--- src/rtl/sdram_req_arb.sv ---
// rtl/sdram_req_arb.sv - command FIFO, dispatch FSM and credit-protected read return for the SDRAM controller
// One in-order command stream is split onto the controller's write and read-address channels.

module sdram_req_arb_fifo #(
   parameter int DEPTH = 4,
   parameter int W     = 8
) (
   input  logic                     clk,
   input  logic                     rst,
   input  logic                     push_i,
   input  logic                     pop_i,
   input  logic [W-1:0]             wdata_i,
   output logic [W-1:0]             rdata_o,
   output logic [$clog2(DEPTH):0]   count_o
);
   localparam int AW = $clog2(DEPTH);
   localparam logic [AW:0] FULL_CNT = (AW+1)'(DEPTH);

   logic [W-1:0]  mem_q [DEPTH];
   logic [AW-1:0] wptr_q, rptr_q;
   logic [AW:0]   count_q;
   logic          do_push, do_pop;

   assign do_pop  = pop_i && (count_q != '0);
   assign do_push = push_i && ((count_q != FULL_CNT) || do_pop);

   always_ff @(posedge clk) begin
      if (rst) begin
         wptr_q  <= '0;
         rptr_q  <= '0;
         count_q <= '0;
      end else begin
         if (do_push) wptr_q <= wptr_q + AW'(1);
         if (do_pop)  rptr_q <= rptr_q + AW'(1);
         case ({do_push, do_pop})
            2'b10:   count_q <= count_q + (AW+1)'(1);
            2'b01:   count_q <= count_q - (AW+1)'(1);
            default: count_q <= count_q;
         endcase
      end
   end

   always_ff @(posedge clk) begin
      if (do_push) mem_q[wptr_q] <= wdata_i;
   end

   assign rdata_o = mem_q[rptr_q];
   assign count_o = count_q;
endmodule

module sdram_req_arb #(
   parameter int CMD_DEPTH = 4,
   parameter int RSP_DEPTH = 4
) (
   input  logic        clk,
   input  logic        rst,
   input  logic        sdram_init_done,
   input  logic        cmd_valid,
   output logic        cmd_ready,
   input  logic        cmd_we,
   input  logic [21:0] cmd_addr,
   input  logic [15:0] cmd_wdata,
   output logic        rsp_valid,
   input  logic        rsp_ready,
   output logic [15:0] rsp_data,
   output logic [15:0] wr_data,
   output logic [21:0] wr_addr,
   output logic        wr_valid,
   input  logic        wr_ready,
   output logic [21:0] rd_addr,
   output logic        rd_avalid,
   input  logic        rd_aready,
   input  logic [15:0] rd_data,
   input  logic        rd_valid,
   output logic        rd_ready,
   output logic        busy,
   output logic        err_unexp_rd
);
   localparam int CCW = $clog2(CMD_DEPTH) + 1;
   localparam int OW  = $clog2(RSP_DEPTH) + 1;
   localparam logic [CCW-1:0] CMD_FULL  = CCW'(CMD_DEPTH);
   localparam logic [OW:0]    RSP_LIMIT = (OW+1)'(RSP_DEPTH);

   typedef enum logic [1:0] {WAIT_INIT, IDLE, ISSUE_WR, ISSUE_RD} state_t;

   state_t         state_q, state_d;
   logic [21:0]    wr_addr_q, wr_addr_d, rd_addr_q, rd_addr_d;
   logic [15:0]    wr_data_q, wr_data_d;
   logic [OW-1:0]  outst_q, outst_d;
   logic           err_q, cmd_ready_q, cmd_ready_d;

   logic           cmd_push, cmd_pop, rd_issue, rsp_push, rsp_pop, credit_ok;
   logic [38:0]    cmd_head;
   logic [CCW-1:0] cmd_count, cmd_cnt_d;
   logic [OW-1:0]  rsp_count;
   logic [15:0]    rsp_head;
   logic [OW:0]    in_use;

   assign cmd_push = cmd_valid && cmd_ready_q;

   sdram_req_arb_fifo #(.DEPTH(CMD_DEPTH), .W(39)) u_cmd_fifo (
      .clk     (clk),
      .rst     (rst),
      .push_i  (cmd_push),
      .pop_i   (cmd_pop),
      .wdata_i ({cmd_we, cmd_addr, cmd_wdata}),
      .rdata_o (cmd_head),
      .count_o (cmd_count)
   );

   sdram_req_arb_fifo #(.DEPTH(RSP_DEPTH), .W(16)) u_rsp_fifo (
      .clk     (clk),
      .rst     (rst),
      .push_i  (rsp_push),
      .pop_i   (rsp_pop),
      .wdata_i (rd_data),
      .rdata_o (rsp_head),
      .count_o (rsp_count)
   );

   // A read may only leave the queue if its response is guaranteed a slot.
   assign in_use    = {1'b0, outst_q} + {1'b0, rsp_count};
   assign credit_ok = in_use < RSP_LIMIT;

   always_comb begin
      state_d   = state_q;
      wr_addr_d = wr_addr_q;
      wr_data_d = wr_data_q;
      rd_addr_d = rd_addr_q;
      cmd_pop   = 1'b0;
      rd_issue  = 1'b0;
      case (state_q)
         WAIT_INIT: if (sdram_init_done) state_d = IDLE;
         IDLE: begin
            if (cmd_count != '0) begin
               if (cmd_head[38]) begin
                  cmd_pop   = 1'b1;
                  wr_addr_d = cmd_head[37:16];
                  wr_data_d = cmd_head[15:0];
                  state_d   = ISSUE_WR;
               end else if (credit_ok) begin
                  cmd_pop   = 1'b1;
                  rd_addr_d = cmd_head[37:16];
                  state_d   = ISSUE_RD;
               end
            end
         end
         ISSUE_WR: if (wr_ready) state_d = IDLE;
         ISSUE_RD: begin
            if (rd_aready) begin
               rd_issue = 1'b1;
               state_d  = IDLE;
            end
         end
         default: state_d = WAIT_INIT;
      endcase
   end

   assign rsp_push    = rd_valid && (outst_q != '0);
   assign rsp_pop     = rsp_valid && rsp_ready;
   assign outst_d     = outst_q + OW'(rd_issue) - OW'(rsp_push);
   assign cmd_cnt_d   = cmd_count + CCW'(cmd_push) - CCW'(cmd_pop);
   assign cmd_ready_d = cmd_cnt_d != CMD_FULL;

   always_ff @(posedge clk) begin
      if (rst) begin
         state_q     <= WAIT_INIT;
         wr_addr_q   <= '0;
         wr_data_q   <= '0;
         rd_addr_q   <= '0;
         outst_q     <= '0;
         err_q       <= 1'b0;
         cmd_ready_q <= 1'b0;
      end else begin
         state_q     <= state_d;
         wr_addr_q   <= wr_addr_d;
         wr_data_q   <= wr_data_d;
         rd_addr_q   <= rd_addr_d;
         outst_q     <= outst_d;
         err_q       <= err_q | (rd_valid && (outst_q == '0));
         cmd_ready_q <= cmd_ready_d;
      end
   end

   // Outputs are forced low while rst is held so nothing handshakes during reset.
   assign cmd_ready    = cmd_ready_q && !rst;
   assign wr_valid     = (state_q == ISSUE_WR) && !rst;
   assign rd_avalid    = (state_q == ISSUE_RD) && !rst;
   assign wr_addr      = wr_addr_q;
   assign wr_data      = wr_data_q;
   assign rd_addr      = rd_addr_q;
   assign rd_ready     = !rst;
   assign rsp_valid    = (rsp_count != '0) && !rst;
   assign rsp_data     = rsp_valid ? rsp_head : 16'h0000;
   assign err_unexp_rd = err_q && !rst;
   assign busy         = !rst && ((cmd_count != '0) || (state_q == ISSUE_WR) ||
                                  (state_q == ISSUE_RD) || (outst_q != '0));
endmodule

--- config.mk ---
export PLATFORM = sky130hd
export DESIGN_NAME = sdram_req_arb
export DESIGN_NICKNAME = d
export VERILOG_FILES = /design/src/rtl/sdram_req_arb.sv
export SDC_FILE = /design/constraint.sdc
export NUM_CORES = 1
export LEC_CHECK = 0
export ABC_CLOCK_PERIOD_IN_PS = 4140
export CAP_MARGIN = 20
export CORE_MARGIN = 2
export CORE_UTILIZATION = 50
export DETAILED_ROUTE_END_ITERATION = 16
export PLACE_DENSITY_LB_ADDON = 0.08
export SLEW_MARGIN = 40
export SYNTH_ARGS = -nofsm -noshare
export SYNTH_HDL_FRONTEND = slang
export SYNTH_SLANG_ARGS = --single-unit
--- constraint.sdc ---
create_clock -name clk -period 4.14 [get_ports clk]
set_input_delay 1.242 -clock clk [delete_from_list [all_inputs] [get_ports clk]]
set_output_delay 1.242 -clock clk [all_outputs]
set_load 0.02 [all_outputs]
==> key figures, run 1 <==
Synth
  – Post-Synth Adder-Cell Area: 2.389%
  – Syn Area/Cell: 15.70 sq um
  – Post-Synthesis Cells: approximately 750
  – Cell area after synthesis: 11730 sq um
  – Ys Warns: 0
  – Sequential area share after synthesis: about 70%
  – Compound-Gate Fraction of Synth Area: 5.023%
  – Multiplexer share of the synthesized area: 11.21%
  – Simple-Gate Fraction of Synth Area: approximately 7.2%
  – Synth Area in XOR/XNOR: 0.8212%
  – Library cells used by synthesis: 41
  – Syn_nets: 830
  – Largest family of logic cells by synthesized area: multiplexers
  – Synth Register Bits: 305

Place
  – DP Cell Count: 1184
  – Cell Area, Placed: between 10000 and 15000 sq um
  – IO buf count: 145
  – Post-DP HPWL: 15.90 mm
  – GPL Wtd Cong: 0.7485

Power
  – Reg power frac: a little under half
  – Worst VDD drop: between 0.0004 and 0.0005 V
  – Sw Ratio: 27.37%
  – Clock group share of total power: 32.4%
  – NetSw: 2.229 mW
  – Cell leakage power: roughly 4.7 nW
  – Comb power frac: 21.7%
  – Pint: approximately 6 mW
  – Pwr Density: 559.1 nW/um^2

Worst setup path
  – Depth of the most critical reg-to-reg path: 11
  – CP arrival: 2.62 ns
  – Worst-path maximum fanout: 11
  – Critical Path End Type: primary output
  – CP startpoint kind: flop
  – Critical path class: flop to primary output
  – WP data required: 2.90 ns

Clocking
  – Clock Pin Slew Worst Setup and Hold Paths: 0.06 ns
  – CTS tree: done
  – Hold buffers post-CTS: 0
  – Post-CTS Setup Repair Bufs: 0
  – Num CTS Buffers: 31
  – Post-cts resize count: 0
  – H-Tree Depth: 1
  – Skew-Pair Late Insertion Delay: 0.54 ns
  – CTS Sinks: 305
  – Root buffer cell: clkbuf_16
  – Clk buf depth: 3

Outcome
  – Outcome: finished clean

Detailed routing
  – Wire per inst: ~20 um
  – Vias: a little under 7000
  – Drt drc: 0
  – Via/cell ratio: 5.527
  – Routed WL: about 25 mm
  – Initial DRC Count: 472
  – Antenna viol nets, final: 0
  – Pre-antenna DRT Iters: 4

STA
  – Final min period: 3.859 ns
  – Max_slew headroom: 47.85%
  – Worst Clk Skew: 0.008042 ns
  – Final Hold Viols: 0
  – RSZ-0062 raised after global routing: no
  – Setup TNS: 0 ns
  – Final setup viols: 0
  – Highest clock rate: 259.1 MHz
  – Worst slew pin tran: roughly 0.78 ns
  – Fin crit share: between 90% and 100%
  – Max Slew Vio Count: 0

Floorplan
  – Initial Util: 50.43%
  – Die W: 157.2 um
  – Std cell rows: 56
  – Die area: 24700 sq um
  – Die height: 157.2 um
  – Core ar.: 23260 sq um
  – Num ports: 146

Global route
  – Met3 layer usage reported by global route: 3.744%
  – Overall Global Routing Usage: 20.31%
  – Grt met2 use: 36.35%
  – First-pass GRT wire length: 38.39 mm
  – Most Crowded Layer GR: met2
  – Number of global-route vias before repair: between 7000 and 8000
  – Largest net degree at the start of global routing: ~70
  – Global route overflow: 0
  – Met1 Use GR: between 20% and 30%
  – Initial antenna violation count: 1

Layout
  – Finished Layout Cells: 1241
  – Syn-to-layout area delta: 24.16%
  – Layout cells sized above 1: 14.98%
  – Layout Utilization: 62.61%
  – Fin nets: 981
  – Finished Cell Area: 14570 sq um

Hold path
  – Hold Path Stages: 2
  – HP Class: flop to flop

Flow run
  – Maxcap violations: 0
## state kept, by name, indices dropped and copies added, names as in the netlist, named ones only
signal and flops:
cmd_ready_q 1, err_q 1, outst_q 3, rd_addr 22
state_q 2, u_cmd_fifo.count_o 3, u_cmd_fifo.mem_q 156, u_cmd_fifo.rptr_q 2
u_cmd_fifo.wptr_q 2, u_rsp_fifo.count_o 3, u_rsp_fifo.mem_q 64, u_rsp_fifo.rptr_q 2
u_rsp_fifo.wptr_q 2, wr_addr 22, wr_data 16
## Yosys cell counts
cell type,count,share of area [%]
a211o_1,1,0.075
a211oi_1,1,0.064
a21o_1,2,0.13
a21oi_1,69,2.9
a311oi_2,1,0.13
and2_1,11,0.59
and3_1,2,0.11
buf_1,5,0.16
buf_2,13,0.55
buf_4,3,0.19
clkbuf_1,27,0.86
dfxtp_1,85,15
edfxtp_1,220,56
fa_1,4,0.68
ha_1,16,1.7
inv_1,20,0.64
inv_2,3,0.096
mux2_2,1,0.096
mux2_4,1,0.13
mux2i_1,5,0.43
mux4_2,55,11
nand2_1,81,2.6
nand2b_1,1,0.053
nand3_1,3,0.13
nand4_1,22,1.2
nor2_1,21,0.67
nor2b_1,21,1.1
nor3_1,6,0.26
nor3b_1,1,0.064
nor4_1,1,0.053
nor4b_1,1,0.075
o211a_2,1,0.085
o21ai_0,2,0.085
o21ai_1,1,0.043
o31ai_1,23,1.5
or2_0,1,0.053
or3_1,3,0.16
or3b_2,1,0.075
or4_1,1,0.064
xnor2_1,6,0.45
xor2_1,5,0.37
## per-layer routing
layer | up-vias | wire, um
li1 | 3130 | -
met1 | 3512 | 10070
met3 | 46 | 1257
met5 | - | 0
met4 | 0 | 693
met2 | 171 | 12840
## critical path: stages (launching register included)
cell,delay (ns)
dfxtp_1,0.54
buf_4,0.33
mux4_2,0.53
nor2b_1,0.14
clkdlybuf4s50_1,0.53
## power groups by stage
stage	Sequential, mW	Combinational (mW)	Clock (mW)
2_1_floorplan	3.82	1.09	0
3_3_place_gp	3.78	1.71	0
5_1_grt	3.76	1.92	2.81
3_5_place_dp	3.80	1.78	0
6_report	3.74	1.77	2.64
4_1_cts	3.74	1.79	2.69
## through the flow
stage                     total power [mW]  hold WS (ns)  worst slack (ns)
after floorplan                      4.907        0.4290            0.6730
after global placement               5.494        0.4467            0.4111
after detailed placement             5.582        0.4501            0.4054
after CTS                            8.219        0.4585            0.1886
after global routing                 8.493        0.4730            0.1008
final                                8.144        0.4580            0.2807
## cell type report
| type | count | area, sq um |
|---|---|---|
| inverters | 23 | 86.33 |
| well taps | 319 | 399.1 |
| fillers | 1778 | 8697 |
| diodes | 1 | 2.502 |
| flip-flops and latches | 305 | 8313 |
| clock inverters | 7 | 61.31 |
| repair buffers | 166 | 1632 |
| clock buffers | 49 | 914.6 |
| multi-input cells | 371 | 3157 |
## cell usage in the layout, fill, tap and decap left out, types with 7 or more instances in the layout
master	netlist	routed
inv_1	20	20
edfxtp_1	220	220
clkbuf_1	27	12
nor2b_1	21	21
mux4_2	55	55
clkbuf_16	0	32
buf_4	3	20
clkdlybuf4s50_1	0	144
and2_1	11	7
nand2_1	81	79
dfxtp_1	85	83
a21oi_1	69	69
ha_1	16	16
o31ai_1	23	23
nor2_1	21	21
nand4_1	22	22
## logic make-up (layout without fill, tap and decap cells)
| family | after synthesis | count (layout) |
|---|---|---|
| AO/OA/AOI/OAI | 101 | 101 |
| XOR/XNOR | 11 | 11 |
| adder cells (fa/ha/maj) | 20 | 20 |
| buffers and inverters | 71 | 245 |
| flip-flops | 305 | 305 |
| multiplexers | 62 | 62 |
| other | 0 | 1 |
| AND/OR/NAND/NOR | 177 | 177 |
## worst paths after layout
kind,slack [ns],to,startpoint
worst max register to register,0.91,u_cmd_fifo.count_o[2],u_cmd_fifo.count_o[2]
worst min-delay path,0.46,wr_addr[14],wr_addr[14]
worst min register to register,0.46,wr_addr[14],wr_addr[14]
worst max-delay path,0.28,rsp_data[8],flop
Note: power is estimated with default switching activity, not from simulation.
==> inputs of run 2 (changes only) <==
==> constraint.sdc (replaced) <==
create_clock -name clk -period 4.14 [get_ports clk]
set_input_delay 0.828 -clock clk [delete_from_list [all_inputs] [get_ports clk]]
set_output_delay 0.828 -clock clk [all_outputs]
set_load 0.02 [all_outputs]
==> key figures, run 2 (synthesis gave the netlist of run 1 again) <==
Global route
  – Overall Global Routing Usage: 20.38% (+0.069 points)
  – Initial antenna violation count: 0 (-1)
  – Number of global-route vias before repair: 6945 (-1.7%)
  – Largest net degree at the start of global routing: 61 (-15%)
  – First-pass GRT wire length: 38.16 mm (-0.59%)
  – Global route overflow: 0 (unchanged)

Power
  – Worst VDD drop: 0.0003943 V (-1.8%)
  – Cell leakage power: 4.696 nW (about the same)
  – Pwr Density: 560.0 nW/um^2 (+0.15%)

Floorplan
  – Initial Util: 50.43% (unchanged)
  – Die height: 157.2 um (unchanged)
  – Die area: 24700 sq um (unchanged)
  – Core ar.: 23260 sq um (unchanged)
  – Die W: 157.2 um (unchanged)
  – Num ports: 146 (unchanged)
  – Std cell rows: 56 (unchanged)

Detailed routing
  – Pre-antenna DRT Iters: 5 (+1)
  – Drt drc: 0 (unchanged)
  – Via/cell ratio: 5.421 (-1.9%)
  – Antenna viol nets, final: 0 (unchanged)
  – Initial DRC Count: 345 (-27%)
  – Vias: 6700 (-2.3%)
  – Routed WL: 25.06 mm (+0.82%)
  – Wire per inst: 20.28 um (+1.2%)

Layout
  – Register name with the most flops: u_cmd_fifo.mem_q
  – Largest regs: u_cmd_fifo.mem_q x156, u_rsp_fifo.mem_q x64
  – Layout fillers: 1752 (-1.5%)
  – Finished Cell Area: 14590 sq um (+0.20%)
  – Layout cells sized above 1: 15.16% (+0.17 points)
  – N_diodes: 0 (-1)
  – Fin nets: 975 (-0.61%)
  – Syn-to-layout area delta: 24.40%
  – Commonest non-fill, non-tap cells in the layout: 220 x edfxtp_1, 144 x clkdlybuf4s50_1, 82 x dfxtp_1
  – Largest register FFs: 156 (unchanged)
  – Commonest non-fill, non-tap cell in the layout: edfxtp_1

Worst setup path
  – R2R Setup Slk: 1.03 ns (+0.12 ns)
  – Source of the critical timing path: rst
  – Worst R2R Start: u_cmd_fifo.mem_q[2][38]
  – Depth of the most critical reg-to-reg path: 11 (unchanged)
  – Critical Path End Type: primary output
  – CP arrival: 2.52 ns (-0.10 ns)
  – WP data required: 3.31 ns (+0.41 ns)
  – CP startpoint kind: input port
  – CP max stage cell: clkdlybuf4s50_1
  – CP peak stage delay: 0.56 ns (+0.02 ns)
  – Worst-path maximum fanout: 60 (+49)
  – Critical path class: input port to primary output
  – Worst-path cell chain: buf_4 > buf_4 > nor2b_1 > clkdlybuf4s50_1
  – Crit Reg-Reg Endpoint: u_cmd_fifo.count_o[2]
  – Most common cell on crit path: buf_4

STA
  – Final Hold Viols: 0 (unchanged)
  – Max_slew headroom: 42.47% (-5.4 points)
  – Max Slew Vio Count: 0 (unchanged)
  – RSZ-0062 raised after global routing: no
  – Setup TNS: 0 ns (unchanged)
  – Fin crit share: 80.81% (-12 points)
  – Highest clock rate: 298.9 MHz (+15%)
  – Worst slew pin tran: 0.8609 ns (+0.07962 ns)
  – Worst Clk Skew: 0.01784 ns (+0.009800 ns)
  – Final setup viols: 0 (unchanged)
  – Final min period: 3.345 ns (-0.5139 ns)

Clocking
  – Clk buf depth: 3 (unchanged)
  – Post-CTS Setup Repair Bufs: 0 (unchanged)
  – Num CTS Buffers: 31 (unchanged)
  – H-Tree Depth: 1 (unchanged)
  – CTS Sinks: 305 (unchanged)
  – Clock Pin Slew Worst Setup and Hold Paths: 0.06 ns (about the same)
  – Hold buffers post-CTS: 0 (unchanged)
  – Root buffer cell: clkbuf_16
  – Skew-Pair Late Insertion Delay: 0.57 ns (+0.03 ns)
  – CTS tree: done
  – Post-cts resize count: 0 (unchanged)

Place
  – Cell Area, Placed: 13570 sq um (about the same)
  – Post-DP HPWL: 15.74 mm (-0.99%)
  – IO buf count: 145 (unchanged)
  – GPL Wtd Cong: 0.7267 (-2.9%)

Hold path
  – Hold Startpoint: wr_data[11]
  – HP Class: flop to flop
  – Hold Path Stages: 2 (unchanged)
  – Hold EP: wr_data[11]

Flow run
  – Maxcap violations: 0 (unchanged)

Outcome
  – Outcome: finished clean
==> run 2: changes by cell type in the layout (fill, tap and decap cells not counted), moves of 2 or more <==
cell      change
buf_8         +2
clkinv_4      +2
and2_1        -3
buf_4        -10
and2_2        +3
==> run 2: worst max-delay path by stage <==
| stage | slack [ns] | to |
|---|---|---|
| detailed placement | 0.78 | cmd_ready |
| finish | 0.79 | cmd_ready |
| global placement | 0.81 | cmd_ready |
| CTS | 0.73 | rsp_data[8] |
| global route | 0.71 | cmd_ready |
| floorplan | 1.39 | cmd_ready_q |
==> run 2: worst max-delay path, delay by kind of cell <==
family                 cells  cell delay, ns
buffers and inverters      3            1.53
AND/OR/NAND/NOR            1            0.12
==> run 2: cell type report <==
| class | instances | area [sq um] | area share [%] |
|---|---|---|---|
| clock inverter | 8 | 65.06 | 0.4458 |
| sequential | 305 | 8314 | 56.97 |
| tap | 319 | 399.1 | 2.735 |
| clock buffer | 50 | 949.7 | 6.507 |
| inverter | 23 | 86.33 | 0.5916 |
| timing repair buffer | 160 | 1625 | 11.14 |
| multi-input combinational | 371 | 3154 | 21.61 |
==> run 2: metal layers <==
metal | up-vias | GRT usage [%] | share of wire (%)
met3 | 42 | 4.681 | 6.3
met5 | - | 0 | 0
met4 | 0 | 5.498 | 2.3
met2 | 186 | 36.33 | 51
met1 | 3356 | 25.03 | 40
li1 | 3116 | - | -
==> run 2: power breakdown <==
part | internal, mW | switching, mW | leakage, nW | total [mW]
logic | 0.749 | 1.00 | 1.51 | 1.75
clock network | 1.57 | 1.11 | 0.497 | 2.69
registers | 3.60 | 0.135 | 2.69 | 3.73
total | 5.92 | 2.25 | 4.70 | 8.17
==> run 2: per-stage QoR <==
stage                     instances  util, %  power, mW  hold slack (ns)  setup WS, ns
after floorplan                 747        -      4.907           0.4290         1.388
final                          1236    62.74      8.172           0.4518        0.7946
after global placement         1175    58.05      5.473           0.4468        0.8148
after CTS                      1236    62.71      8.265           0.4562        0.7263
after detailed placement       1178    58.35      5.568           0.4480        0.7786
after global routing           1236    62.74      8.534           0.4764        0.7115
==> RTL change 1, RTL diff (config.mk and constraints of run 1) <==
The parameter `RSP_DEPTH` goes from 4 to 2.
--- a/src/rtl/sdram_req_arb.sv
+++ b/src/rtl/sdram_req_arb.sv
@@ -50,7 +50,7 @@
 
 module sdram_req_arb #(
    parameter int CMD_DEPTH = 4,
-   parameter int RSP_DEPTH = 4
+   parameter int RSP_DEPTH = 2
 ) (
    input  logic        clk,
    input  logic        rst,
Check against the original RTL: no difference found for any inputs over 4 cycles, from zero or initial values and one cycle with rst high; that may be too few to reach the edited logic, so the function may still have changed.
==> RTL change 1 against run 1 <==
Area after synthesis decreased by 14%. Setup slack improved by 150 ps. Sequential cell count decreased by 37. Count of clock-buffer cells in the layout decreased by 11. Core utilization increased by 2.2 points. Sequential power decreased by 11%. Clock power decreased by 15%. Combinational power decreased by 18%. Critical endpoint is now rsp_data[11]. Cell area decreased by 13%. Global-route usage decreased by 1.6 points. Critical path depth increased by 1. Die area decreased by 14%. Total power decreased by 14%. Wire length decreased by 19%.
==> RTL change 1: results <==
{
  "n_all_buffers": 158,
  "multi_input_comb_cells": 335,
  "synthTopCellsByCount": "edfxtp_1 (188), nand2_1 (85), dfxtp_1 (80)",
  "finClkSkew_ps": 9.629,
  "grt_pass1_vias": 5980,
  "synth_edf_count": 188,
  "clock_cell_area_share": 0.06447,
  "placed_cells": 1040,
  "grt_max_degree": 87,
  "clkLatencyLatePin_ps": 520,
  "synth.area.top_cells": "edfxtp_1 (56%), dfxtp_1 (16%), mux4_2 (8.5%), mux2i_1 (4.4%), nand2_1 (3.2%)",
  "netlist_instances": 651,
  "clockPowerShare": 0.320,
  "gr-usage-all-layers": 0.1876,
  "yosysUniqueCellTypes": 37,
  "rrSetupSlack_ps": 640,
  "crit_path_max_incr_delay_ps": 620,
  "cp_data_arrival_time_ps": 2470,
  "clkbuf_count": 38,
  "p_leak_nw": 4.153,
  "slowest_stage": "clkdlybuf4s50_1",
  "gpl.final_weighted_congestion": 0.7196,
  "p_per_area_nw_per_um2": 554.1,
  "status": "complete, no violations",
  "crit_path_end": "rsp_data[11]",
  "seq_cell_power_mw": 3.33,
  "nNetsFinal": 878,
  "dpl_cell_area_um2": 11880,
  "nonClkBufAreaFrac": 0.1248,
  "timing.rr.start": "u_rsp_fifo.count_o[1]",
  "seq_cell_count": 268,
  "worstHoldStart": "wr_data[1]",
  "dp_hpwl_mm": 12.53,
  "fill_cells": 1434,
  "via_per_inst": 5.227,
  "antenna_found_initial": 0,
  "cts_buffers": 27
}
[RTL change 1: cell count changes in the layout (fill, tap and decap cells not counted), moves of 17 or more]
cell,delta
a21oi_1,-24
mux2i_1,+39
o31ai_1,-23
edfxtp_1,-32
nand4_1,-22
mux4_2,-17
nor2_1,+38
[RTL change 1: cell families (layout without fill, tap and decap cells)]
group           Yosys count  after routing  synth area share
compound gates           53             53           0.02796
xor+xnor                  8              8          0.006959
fa+ha+maj                11             11           0.01591
simple gates            176            176           0.07468
flops                   268            268            0.7197
buf+inv                  48            221           0.02025
mux                      87             87            0.1346
[RTL change 1: tightest hold or removal path, cell delays in order (launching register included)]
cell and delay, ps:
dfxtp_1 310, nand2_1 50, a21oi_1 50
[RTL change 1: per-layer routing]
metal / global-route usage / routed length (um) / share of wire
met1: 0.2387 / 8532 / 0.42
met2: 0.3257 / 9956 / 0.49
met3: 0.04420 / 1307 / 0.065
met4: 0.04853 / 324 / 0.016
met5: 0 / 0 / 0
==> RTL change 2, RTL diff (config.mk and constraints of run 1) <==
Made on the original files. `wr_addr_q` no longer has a reset.
--- a/src/rtl/sdram_req_arb.sv
+++ b/src/rtl/sdram_req_arb.sv
@@ -165,7 +165,6 @@
    always_ff @(posedge clk) begin
       if (rst) begin
          state_q     <= WAIT_INIT;
-         wr_addr_q   <= '0;
          wr_data_q   <= '0;
          rd_addr_q   <= '0;
          outst_q     <= '0;
@@ -173,13 +172,16 @@
          cmd_ready_q <= 1'b0;
       end else begin
          state_q     <= state_d;
-         wr_addr_q   <= wr_addr_d;
          wr_data_q   <= wr_data_d;
          rd_addr_q   <= rd_addr_d;
          outst_q     <= outst_d;
          err_q       <= err_q | (rd_valid && (outst_q == '0));
          cmd_ready_q <= cmd_ready_d;
       end
+   end
+
+   always_ff @(posedge clk) begin
+      wr_addr_q <= wr_addr_d;
    end
 
    // Outputs are forced low while rst is held so nothing handshakes during reset.
Behaviour: differs if rst is asserted again (counterexample within 4 cycles, from zero or initial values and one cycle with rst high); with rst held inactive, the same outputs for 4 cycles.
==> RTL change 2 against run 1 <==
Cell area is 1.6% lower. Area after synthesis is 2.7% lower. First-iteration DRC count is 54% lower. Register-to-register slack better by 390 ps. Setup slack better by 130 ps. Sequential cell count stayed put. Via count is 13% lower. Total power is 1.1% higher. Wire length is 11% lower. Global-route usage is 1.3 points lower. Largest cell class unchanged.
==> RTL change 2: results <==
{
  "internal-power_mw": 6.143,
  "antenna_cells": 0,
  "slew_headroom": 0.4421,
  "rrSetupSlack_ps": 1300,
  "timing.rr.start": "outst_q[2]",
  "worstHoldStart": "wr_data[11]",
  "synth_xor_xnor_area_share": 0.009972,
  "use_met1": 0.2415,
  "gpl.final_weighted_congestion": 0.7290,
  "synth_edf_count": 242,
  "place_ws_ps": 472.8,
  "wl_met3_mm": 1.433,
  "drive_above_1_share": 0.1638,
  "synth_fp_nets": 708,
  "grtUsageMet3": 0.04763,
  "yosysUniqueCellTypes": 38,
  "vdd_ir_drop_max_v": 0.0003245,
  "dr.first_iter.drc_count": 215,
  "post-route-period-util": 0.9003,
  "synthTopCellsByCount": "edfxtp_1 (242), dfxtp_1 (63), mux4_2 (55)",
  "wl_met2_mm": 11.28,
  "synth.area.top_cells": "edfxtp_1 (64%), dfxtp_1 (11%), mux4_2 (11%), mux2i_1 (2.2%), ha_1 (1.6%)",
  "grt_max_degree": 49,
  "post_cts_resized": 0,
  "seq_area_frac_synth": 0.7469,
  "dpl_cell_area_um2": 13270,
  "finClkSkew_ps": 18.99,
  "synthMuxAreaShare": 0.1304,
  "nNetsFinal": 878,
  "netlist_instances": 626,
  "h-tree-depth": 2,
  "grt_pass1_vias": 6389,
  "seqPwrFrac": 0.461,
  "via_per_inst": 5.414,
  "comb-power_mw": 1.60,
  "wl_mm": 22.11,
  "p_leak_nw": 4.685,
  "holdWs_ps": 459.9,
  "placed_cells": 1045,
  "hold-path-endpoint": "wr_data[11]",
  "clkLatencyLatePin_ps": 500,
  "status": "complete, no violations",
  "worstPathMaxFanout": 16,
  "synth-compound-area-share": 0.01819,
  "use_met2": 0.3304,
  "drt-met1-wl_mm": 9.042,
  "fill_cells": 1625,
  "first_pass_iters": 7,
  "top_layer_used": "met5",
  "crit_path_end": "rsp_data[14]",
  "cts_buffers": 34
}
==> RTL change 2: changes by cell type in the layout (fill, tap and decap cells not counted), sizes merged, moves of 20 or more <==
| cell | run 1 | this run |
|---|---|---|
| nand2 | 81 | 35 |
| a21oi | 69 | 24 |
| nor2 | 21 | 44 |
| dfxtp | 85 | 63 |
| edfxtp | 220 | 242 |
| o31ai | 23 | 1 |
| nand4 | 22 | 1 |
| mux2i | 5 | 25 |
==> RTL change 2: layout make-up <==
| cell class | instances | area (um2) | share of cell area |
|---|---|---|---|
| timing repair buffer | 159 | 1605 | 0.1120 |
| clock inverter | 15 | 126.4 | 0.008813 |
| inverter | 18 | 70.07 | 0.004887 |
| multi-input combinational | 278 | 2711 | 0.1891 |
| sequential | 305 | 8533 | 0.5951 |
| tap | 285 | 356.6 | 0.02487 |
| clock buffer | 43 | 935.9 | 0.06527 |
==> RTL change 2: critical path, cell delays in order, from the launching register on <==
cell,delay [ps]
dfxtp_1,860
mux4_2,420
and2_1,170
clkdlybuf4s50_1,530
